$ cat config.mk
export PLATFORM = sky130hd
export DESIGN_NAME = tick_period_meter_flat
export DESIGN_NICKNAME = d
export VERILOG_FILES = /design/src/rtl/tick_period_meter_if.sv /design/src/rtl/tick_period_meter.sv /design/src/flat_wrapper.sv
export SDC_FILE = /design/constraint.sdc
export NUM_CORES = 1
export LEC_CHECK = 0
export CORE_UTILIZATION = 54
export DETAILED_ROUTE_END_ITERATION = 16
export GPL_TIMING_DRIVEN = 0
export PLACE_DENSITY = 0.78
export SLEW_MARGIN = 25
export SYNTH_ARGS = -nofsm -noshare
export SYNTH_HDL_FRONTEND = slang
export SYNTH_SLANG_ARGS = --single-unit
$ cat constraint.sdc
create_clock -name clk -period 2.6 [get_ports clk]
set_input_delay 0.39 -clock clk [delete_from_list [all_inputs] [get_ports clk]]
set_output_delay 0.39 -clock clk [all_outputs]
set_load 0.03 [all_outputs]
$ cat src/rtl/tick_period_meter_if.sv
// tick_period_meter_if
//   Groups the measurement inputs and result outputs of tick_period_meter.
//   master: the block that drives the tick stream and reads results.
//   slave : the meter itself.
// Signals:
//   en      enable, level-sensitive
//   tick_in single-cycle strobe to be measured (clk domain)
//   period  last measured period in clk cycles
//   valid   one-cycle strobe, period/ovf updated this cycle
//   ovf     period saturated at 2^W-1
//   busy    meter state is not IDLE
interface tick_period_meter_if #(
  parameter int W = 16
);
  logic         en;
  logic         tick_in;
  logic [W-1:0] period;
  logic         valid;
  logic         ovf;
  logic         busy;

  modport master (
    output en, tick_in,
    input  period, valid, ovf, busy
  );

  modport slave (
    input  en, tick_in,
    output period, valid, ovf, busy
  );
endinterface

$ cat src/rtl/tick_period_meter.sv
// tick_period_meter
//   Measures the number of clk cycles between consecutive rising edges of
//   tick_in and reports each period with a one-cycle valid strobe.
// Ports:
//   clk       clock, rising edge
//   rstb      asynchronous active-low reset
//   if_meter  tick_period_meter_if.slave (en, tick_in in; period, valid,
//             ovf, busy out)
module tick_period_meter #(
  parameter int W = 16
) (
  input  logic               clk,
  input  logic               rstb,
  tick_period_meter_if.slave if_meter
);

  typedef enum logic [1:0] {
    IDLE    = 2'd0,
    ARM     = 2'd1,
    MEASURE = 2'd2
  } state_t;

  localparam logic [W-1:0] CNT_MAX = '1;
  localparam logic [W-1:0] CNT_ONE = W'(1);

  state_t       r_state,  w_state_nxt;
  logic [W-1:0] r_cnt,    w_cnt_nxt;
  logic [W-1:0] r_period, w_period_nxt;
  logic         r_ovf,    w_ovf_nxt;
  logic         r_valid,  w_valid_nxt;
  logic         r_busy;
  logic         r_tick_d;
  logic         w_rise;

  // tick_d resets high so a tick already high at reset release is not an edge.
  assign w_rise = if_meter.tick_in & ~r_tick_d;

  // NOTE: every signal gets a default before the case so no path leaves it
  // unassigned, which would otherwise infer a latch.
  always_comb begin
    w_state_nxt  = r_state;
    w_cnt_nxt    = r_cnt;
    w_period_nxt = r_period;
    w_ovf_nxt    = r_ovf;
    w_valid_nxt  = 1'b0;

    // Dropping en wins over a coincident edge: partial intervals are discarded.
    if (!if_meter.en) begin
      w_state_nxt = IDLE;
      w_cnt_nxt   = '0;
    end else begin
      unique case (r_state)
        IDLE: begin
          w_state_nxt = ARM;
          w_cnt_nxt   = '0;
        end
        ARM: begin
          // First edge only starts the interval; nothing to report yet.
          if (w_rise) begin
            w_state_nxt = MEASURE;
            w_cnt_nxt   = CNT_ONE;
          end
        end
        MEASURE: begin
          if (w_rise) begin
            w_period_nxt = r_cnt;
            w_ovf_nxt    = (r_cnt == CNT_MAX);
            w_valid_nxt  = 1'b1;
            w_cnt_nxt    = CNT_ONE;
          end else if (r_cnt != CNT_MAX) begin
            // Saturate rather than wrap so long gaps still flag ovf.
            w_cnt_nxt = r_cnt + CNT_ONE;
          end
        end
        default: begin
          w_state_nxt = IDLE;
          w_cnt_nxt   = '0;
        end
      endcase
    end
  end

  // NOTE: sequential state uses non-blocking assignments so every register
  // samples pre-edge values regardless of statement order.
  always_ff @(posedge clk or negedge rstb) begin
    if (!rstb) begin
      r_state  <= IDLE;
      r_cnt    <= '0;
      r_period <= '0;
      r_ovf    <= 1'b0;
      r_valid  <= 1'b0;
      r_busy   <= 1'b0;
      r_tick_d <= 1'b1;
    end else begin
      r_state  <= w_state_nxt;
      r_cnt    <= w_cnt_nxt;
      r_period <= w_period_nxt;
      r_ovf    <= w_ovf_nxt;
      r_valid  <= w_valid_nxt;
      r_busy   <= (w_state_nxt != IDLE);
      r_tick_d <= if_meter.tick_in;
    end
  end

  assign if_meter.period = r_period;
  assign if_meter.ovf    = r_ovf;
  assign if_meter.valid  = r_valid;
  assign if_meter.busy   = r_busy;

endmodule

$ cat src/flat_wrapper.sv
// flat-port wrapper written by rule: the top's interface ports become plain ports
module tick_period_meter_flat 
#(
  parameter int W = 16
)
  (clk, rstb, if_meter_en, if_meter_tick_in, if_meter_period, if_meter_valid, if_meter_ovf, if_meter_busy);
  tick_period_meter_if #(.W(W)) if_meter_i ();
  input  logic clk;
  input  logic rstb;
  input wire logic [$bits(if_meter_i.en)-1:0] if_meter_en;
  input wire logic [$bits(if_meter_i.tick_in)-1:0] if_meter_tick_in;
  output wire logic [$bits(if_meter_i.period)-1:0] if_meter_period;
  output wire logic [$bits(if_meter_i.valid)-1:0] if_meter_valid;
  output wire logic [$bits(if_meter_i.ovf)-1:0] if_meter_ovf;
  output wire logic [$bits(if_meter_i.busy)-1:0] if_meter_busy;
  assign if_meter_i.en = if_meter_en;
  assign if_meter_i.tick_in = if_meter_tick_in;
  assign if_meter_period = if_meter_i.period;
  assign if_meter_valid = if_meter_i.valid;
  assign if_meter_ovf = if_meter_i.ovf;
  assign if_meter_busy = if_meter_i.busy;
  tick_period_meter #(.W(W)) u_core (.clk(clk), .rstb(rstb), .if_meter(if_meter_i));
endmodule
* After elaboration in Yosys (flattened, before gate mapping) *
Index checks and enable logic that the tools add are counted.

word-level totals
  input port bits = 4
  flip-flop bits (word level) = 38

cells by class
  muxes and demuxes = 11
  equal/unequal tests = 6
  bitwise operators = 2
  reduce and logical (&&, ||, !) cells = 4
  add/subtract/negate cells = 1

operators with widths
  operator                                                                count
  16-bit 2-to-1 mux                                                       4
  16-bit one-hot mux with 2 select lines                                  1
  16-bit by 1-bit adder with 16-bit output (second input constant)        1
  16-bit equality test (second input constant)                            1
  16-bit != test (second input constant)                                  1
  2-bit one-hot mux with 3 select lines                                   1
  2-bit 2-to-1 mux                                                        2
  4-bit by 2-bit != test with 1-bit output (second input constant)        1
  1-bit 2-to-1 mux                                                        3
  3-bit by 2-bit != test with 1-bit output (second input constant)        1
  3-bit AND reduction                                                     1
  2-bit by 1-bit equality test with 1-bit output (second input constant)  1
  2-bit equality test (second input constant)                             1
  2-bit logical NOT                                                       1
  2-bit AND reduction                                                     1
  2-bit nonzero test                                                      1
  1-bit bitwise AND                                                       1
  1-bit NOT                                                               1

* Logic depth before layout (Yosys ltp) *
Gate-level depths: netlist of run 1.

  depth after elaboration = 6
  gate-level depth with buffers = 7
  depth with buffers taken out = 6

* Worst setup path before layout of run 1 *
Ideal clock, no wire load.

  path type = register -> register
  start = register u_core.r_cnt[0]
  end = register u_core.r_cnt[5]
  period minus slack after synthesis = 1.982 ns
  required time = 2.490 ns
  setup slack = 0.618 ns
  data arrival time = 1.872 ns
  buffers on the path = 1
  cell stages (with the launch flop) = 8
  cell sequence = dfrtp_1 > ha_1 > nand2_1 > or4_4 > o31ai_4 > buf_6 > o21ai_0 > o41ai_1

on the way
  cells in the longest elaborated chain, start to end = 5

RTL lines
  what                                      line                     text
  start: declaration                        tick_period_meter.sv:27  logic [W-1:0] r_cnt, w_cnt_nxt;
  start signal: assignment                  tick_period_meter.sv:96  r_cnt <= w_cnt_nxt;
  16-bit by 1-bit adder with 16-bit output  tick_period_meter.sv:72  w_cnt_nxt = r_cnt + CNT_ONE;
  16-bit 2-to-1 mux                         tick_period_meter.sv:70  end else if (r_cnt != CNT_MAX) begin
  16-bit 2-to-1 mux                         tick_period_meter.sv:65  if (w_rise) begin
  16-bit one-hot mux with 2 select lines    tick_period_meter.sv:52  unique case (r_state)
  16-bit 2-to-1 mux                         tick_period_meter.sv:48  if (!if_meter.en) begin

Parallel ways exist; a longest one is shown, timed or not. The select of a mux whose other input is x is not followed.
A chain may end at the register's enable or synchronous reset.

* Worst setup path in the final report of run 1 *
  start = register u_core.r_cnt[0]
  end = register u_core.r_cnt[6]

Same word-level chain as after synthesis.

==> impl_summary.md, run 1 <==
Yosys
Counting every net in the synthesized netlist gives 213. The adder-cell area share of the yosys netlist is 3.344%. The mapped cell area is between 1500 and 2000 um2. The number of enable-type register cells in the synthesized netlist is 0. Yosys attributes the largest share of cell area to dfrtp_1 (49%), nand2_1 (12%), o21ai_0 (3.7%). The mean cell area of the mapped netlist is 9.169 um2. The count of unique library cells instantiated by Yosys is 42. Measured against the total synthesized area, the mux share comes to 0%.

The post-synthesis cell type with the largest combined area is dfrtp_1. The most common flop cell mapped by yosys is dfrtp_1. The fraction of the mapped netlist area in compound gates is 15.05%. The share of the Yosys chip area taken by registers is between 50% and 60%.

The fraction of post-synthesis cell area in the top cell type by area is 49.50%. The synthesized netlist devotes roughly a quarter of its cell area to simple gates. Synthesis produced a netlist whose cell count is 204.

By area, the combinational part of the netlist is dominated by simple AND/OR/NAND/NOR gates. The Yosys step of the flow raised 0 warnings. The most common cell in the synthesized netlist is nand2_1. After synthesis, the most frequently instantiated cells are nand2_1 (62), dfrtp_1 (37), o21ai_0 (14).

The xor-xnor portion of the synthesized cell area is 0%. Synthesis inferred 38 register bits. The share of flip-flops with an asynchronous set or reset is 100.0%.

Die
The floorplan step defined a die boundary enclosing 3703 um2. The initial cell density of the core is between 50% and 60%. The area of the core region is 3337 um2. The die height is 60.86 um. The horizontal extent of the die is 60.86 um. In this run the core area contains 21 standard-cell rows.

23 I/O pins were placed.

Clock network
The maximum level of the CTS H-tree is 2. TritonCTS created 5 clock buffers. For the worst-skew pair, the clock arrives at the later sink with an insertion delay of between 0.3 and 0.4 ns. TritonCTS built the clock tree. The number of buffers on the longest clock path is 2.

Buffers added to address setup during post-CTS repair amount to 0. The number of clock sinks seen by CTS is 38. The root buffer cell is clkbuf_4. The clock transition time at the flip-flop clock pins of the worst setup and hold paths is about 0.11 ns.

Worst setup path
The worst-case register-to-register setup slack is 0.23 ns. The endpoint identified for the worst register-to-register timing path is u_core.r_cnt[6]. At the worst endpoint, the arrival time is 2.62 ns. The startpoint of the worst setup timing path is u_core.r_cnt[0].

The startpoint of the most critical register-to-register path is u_core.r_cnt[0]. Of all nets on the critical path, the largest fanout is 10. The length in cells of the worst reg-to-reg path is 7.

The sort of element at the end of the critical path is a register. In this run the worst setup path terminates at u_core.r_cnt[6]. The critical path in this run is classified as reg -> reg. The critical path required time is roughly 2.9 ns. STA classifies the critical path startpoint as a register.

STA
The number of hold violations in the final report is 0. Dividing the final minimum period by the clock period gives 91.26%. The total count of max-transition violations in the final report is 0. The setup TNS is 0 ns. At the pin with the least slew margin, the transition time is 0.5567 ns. The minimum clock period after layout is 2.373 ns. Clock skew on the completed layout was measured at 0.003244 ns. The setup-violating endpoint count in the final report is 0. The highest clock rate is between 0.4 and 0.5 GHz. The headroom to the max-slew limit is a little over three fifths. Setup repair after global routing left no endpoint under its margin.

Placement
Buffers placed on the I/O ports in this run total 21. The routability-driven placement congestion ratio is roughly 0.8. Once detailed placement completed, the half-perimeter wirelength came to 2912 um. The instance count after placement with tap cells included is 272.

Global routing
The combined global-route utilization of all metal layers is 25.89%. Entering global routing, the biggest net connects 21 pins. After global routing the overflow that remains totals 0. The initial antenna violation count is 0. The number of global-route vias before repair was 1522.

The first-pass GRT wire length is between 6000 and 7000 um.

Cells and area
The repair_antennas step left the layout with diodes totalling 0. Summing all flip-flop and latch instances after layout gives 952.2 um2. Counting the fill cells in the layout gives 268. The ratio of cells with drive above 1 in the final layout is 10.64%.

Once layout is complete, the utilization of the core stands at around two thirds. The number of cells in the finished layout apart from fillers is around 280. The layout-stage area growth over the synthesis result is 20.53%. The final net count is 243. The multi-input gate area in the final layout is 848.3 um2.

Outcome
The flow ran to the end, and the final reports show no timing, DRC or antenna violations.

Detailed routing
The routed length per instance is between 10 and 15 um. The first TritonRoute pass finished after 4 iterations. The mean number of vias per cell is 5.822.

The DRC violations left is 0. The via count is 1636. In this run the remaining antenna-violating nets after routing total 0. The routed design has slightly above 4000 um of wire. In this run, the number of DRC markers left after iteration 0 of detailed routing was 95.

Power and ir drop
The static leakage is about 1.0 nW. Summing internal, switching and leakage power gives 1.087 mW. The maximum vdd ir drop is roughly 0.00032 V. The cell area power density is 481.9 nW/um2.

Run
The tool flagged a number of max-cap violations equal to 0.

Worst hold path
In this run the worst hold path is classified as in -> reg.
## worst min path at each step
stage	start	cells after the start	endpoint
floorplan	rstb	0	u_core.if_meter.busy
CTS	if_meter_en	2	u_core.r_state[1]
global placement	u_core.if_meter.period[12]	2	u_core.if_meter.period[12]
detailed placement	rstb	1	u_core.r_cnt[8]
finish	if_meter_en	2	u_core.r_state[1]
global route	if_meter_en	2	u_core.r_state[1]
## logic make-up (layout without fill, tap and decap cells)
group	Yosys count	after routing
DFF	38	38
buffers and inverters	14	45
and+or+nand+nor	105	105
AOI/OAI and AO/OA	42	42
adders and majority gates	5	5
## flip-flops by register name (all words and copies together) (netlist names)
register and cells:
u_core.if_meter.period 16, u_core.r_cnt 16, u_core.r_state 2, u_core.if_meter.busy 1, u_core.if_meter.ovf 1, u_core.if_meter.valid 1, u_core.r_tick_d 1
## repair_timing
action,CTS,global route
endpoints found under the hold margin,17,0
hold buffers,1,0
endpoints found under the setup margin,0,10
gates resized for setup,0,1
## power by group
| part | total [mW] | switching (mW) | leakage (nW) | internal, mW |
|---|---|---|---|---|
| clock network | 0.401 | 0.202 | 0.0450 | 0.199 |
| logic | 0.0811 | 0.0493 | 0.463 | 0.0318 |
| registers | 0.604 | 0.00577 | 0.524 | 0.598 |
## metrics by stage
step | area [um2] | hold slack (ns) | setup WS [ns]
3_3_place_gp | 2138 | 0.4559 | 0.2976
3_5_place_dp | 2161 | 0.3778 | 0.2012
2_1_floorplan | 1871 | 0.09441 | 0.6178
6_report | 2255 | 0.3036 | 0.2272
4_1_cts | 2248 | 0.3019 | 0.1679
5_1_grt | 2255 | 0.3031 | 0.09528
## metal layers
metal	track usage (%)	share of wire (%)	vias up	wire, um
li1	-	-	780	-
met1	32.92	43	800	1755
met2	43.17	50	48	2062
met3	4.478	4.6	8	189
met4	12.01	1.9	0	79
met5	0	0	-	0
## layout make-up
cell class / count / area share, %
clock inverters: 3 / 1.776
well taps: 46 / 2.553
flip-flops and latches: 38 / 42.23
inverters: 5 / 0.8324
clock buffers: 5 / 1.665
repair buffers: 23 / 10.77
multi-input cells: 152 / 37.62
plain buffers: 9 / 2.553
## cells in the final DEF, fill, tap and decap left out, types with 2 or more instances in the layout
master	instances
and3_1	4
nor3_1	2
ha_1	5
o21ai_0	14
o41ai_1	4
inv_1	4
a31oi_1	3
and2_2	2
nand4_1	6
dfrtp_1	37
o31ai_1	8
nand2b_1	2
clkbuf_1	4
nor2_1	5
nand3_1	8
buf_2	2
clkinv_2	2
nand2_1	62
a21oi_1	7
nor2b_1	2
clkdlybuf4s50_1	20
clkbuf_4	5
## critical path, cell delays in order, from the launching register on
cell	delay (ns)
dfrtp_1	0.47
ha_1	0.28
nand2_1	0.16
or4_4	0.57
o31ai_4	0.39
buf_6	0.19
o21ai_0	0.10
o41ai_1	0.08
Note: power is estimated with default switching activity, not from simulation.
==> run 2, diff against run 1 <==
GPL_TIMING_DRIVEN = default   (was 0)
SKIP_CTS_REPAIR_TIMING = 1   (was default)
==> impl_summary.md, run 2 (synthesized netlist as in run 1, its figures left out) <==
Outcome
The flow ran to the end, and the final reports show no timing, DRC or antenna violations.

Worst setup path
The worst setup path category is reg -> reg. At the worst endpoint, the arrival time is 2.67 ns. Of all nets on the critical path, the largest fanout is 16. The critical path required time is 2.85 ns. The sort of element at the end of the critical path is a register. STA classifies the critical path startpoint as a register.

STA
Setup violations remaining at the end of the flow were counted as 0. The minimum clock period after layout is 2.418 ns. The slew of the pin with the lowest slew margin is roughly 0.84 ns. The number of hold violations in the final report was 0. The setup TNS is 0 ns. The worst clock skew is 0.008846 ns. The total count of max-transition violations in the final report is 0. Static timing analysis puts the maximum clock frequency at between 0.4 and 0.5 GHz. The headroom to the max-slew limit is 44.19%.

The worst path meets setup with 0.1816 ns of slack. Setup repair after global routing left no endpoint under its margin. The post-route clock period utilization is 93.02%.

Detailed routing
The aggregate routed wire length is 3703 um. Dividing the detail-routed via count by the number of cells gives 5.667. The routed length per instance is around 14 um.

Once detail routing completed, the nets flagged for antenna violations numbered 0. After detailed routing, the number of remaining DRC violations is 0. The number of DRC violations after detailed-routing iteration 0 is 75. For this run, the detailed router's first-pass iteration total came to 4.

The via count is 1547.

Die
Once the floorplan was initialized, standard cells occupied 56.06% of the core. The number of placement rows is 21. The horizontal extent of the die is 60.86 um. The number of ports placed on the die boundary is 23. In this run the standard cell core region covers 3337 um2.

The floorplan step defined a die boundary enclosing about 3700 um2. The die height is 60.86 um.

Placement
The routability-driven placement congestion ratio is 0.8963. The post-placement worst setup slack is 0.1375 ns. Detailed placement ended at an HPWL of 2516 um. The quantity of I/O buffers inserted on ports is 22. The instance count after placement with tap cells included is 265.

Clock network
No sink is reached through more buffers than the 2 on the longest clock path. The clock insertion delay at the later pin of the skew report is around 0.35 ns. Clock-pin slew was measured on the worst setup and hold paths at about 0.11 ns. The clock drives 38 sinks. The maximum level of the CTS H-tree is 2. TritonCTS built the clock tree. Clock tree synthesis inserted a total of 5 buffers. Clock tree synthesis selected as its root buffer the cell clkbuf_4.

Cells and area
The count of fill cells added during filler insertion is slightly below 300. The leading cell type in the layout, fill and taps excluded is nand2_1. The ratio of cells with drive above 1 in the final layout is 8.370%. The final net count is 235.

The antenna diode instance count is 0. The layout-stage area growth over the synthesis result is 15.52%. The library cells used most frequently in the layout, excluding fill and tap cells, are nand2_1 (62), dfrtp_1 (37), clkdlybuf4s50_1 (21), o21ai_0 (14). After the flow finishes, the layout carries non-filler instances totaling 273.

Global routing
The first global-routing pass estimated 6072 um of wire. The initial antenna violation count is 0. The number of global-route vias before repair is 1345. The final global-route overflow total is 0. The combined global-route utilization of all metal layers is 22.99%.

The pin count of the biggest net entering global routing is 39.

Run
The number of max-capacitance violations reported is 0.

Worst hold path
The worst hold path belongs to the class in -> async.

Power and ir drop
The maximum vdd ir drop is 0.0004111 V. The cell area power density is about 460 nW/um2. The static leakage is between 0.9 and 1 nW. The design draws 991.8 uW.
## run 2: layer usage
metal	track usage, %	share of wire [%]	up-vias
met3	6.397	3.5	8
met4	9.416	1.5	0
met1	30.38	48	733
met5	0	0	-
li1	-	-	762
met2	35.79	47	44
## run 2: area by class of cell
cell class | count | area [um2] | share of cell area (%)
clock buffers | 7 | 55.05 | 2.548
clock inverters | 1 | 5.005 | 0.2316
inverters | 5 | 18.77 | 0.8686
multi-input cells | 152 | 842.1 | 38.97
flip-flops and latches | 38 | 952.2 | 44.06
well taps | 46 | 57.56 | 2.664
repair buffers | 24 | 230.2 | 10.65
## run 2: power by group
group,internal [mW],switching (mW),total (mW)
registers,0.598,0.00542,0.604
clock network,0.131,0.186,0.317
logic,0.0240,0.0468,0.0708
total,0.753,0.239,0.992
## run 2: final timing paths
kind                                           startpoint                          to  slack, ns  cells after the start
worst max-delay path                      u_core.r_cnt[0]            u_core.r_cnt[13]       0.18                      6
worst min-delay path                                 rstb   u_core.if_meter.period[8]       0.12                      1
worst max register to register            u_core.r_cnt[0]            u_core.r_cnt[13]       0.18                      6
worst min register to register  u_core.if_meter.period[7]   u_core.if_meter.period[7]       0.48                      2
max in group asynchronous                            rstb  u_core.if_meter.period[12]       1.93                      1
min in group clk                u_core.if_meter.period[7]   u_core.if_meter.period[7]       0.48                      2
## run 2: worst max-delay path: stages, from the launching register on
cell     delay [ns]
dfrtp_1        0.46
ha_1           0.28
nand2_1        0.15
or4_4          0.56
o31ai_4        0.54
o21ai_0        0.23
o31ai_1        0.10
## run 2: through the flow
step / utilization [%] / hold slack (ns) / area [um2]
after global placement: 62.95 / 0.4562 / 2101
after global routing: 64.75 / 0.1822 / 2161
after detailed placement: 62.95 / 0.4621 / 2101
after CTS: 64.75 / 0.1461 / 2161
final: 64.75 / 0.1245 / 2161
after floorplan: - / 0.09441 / 1871
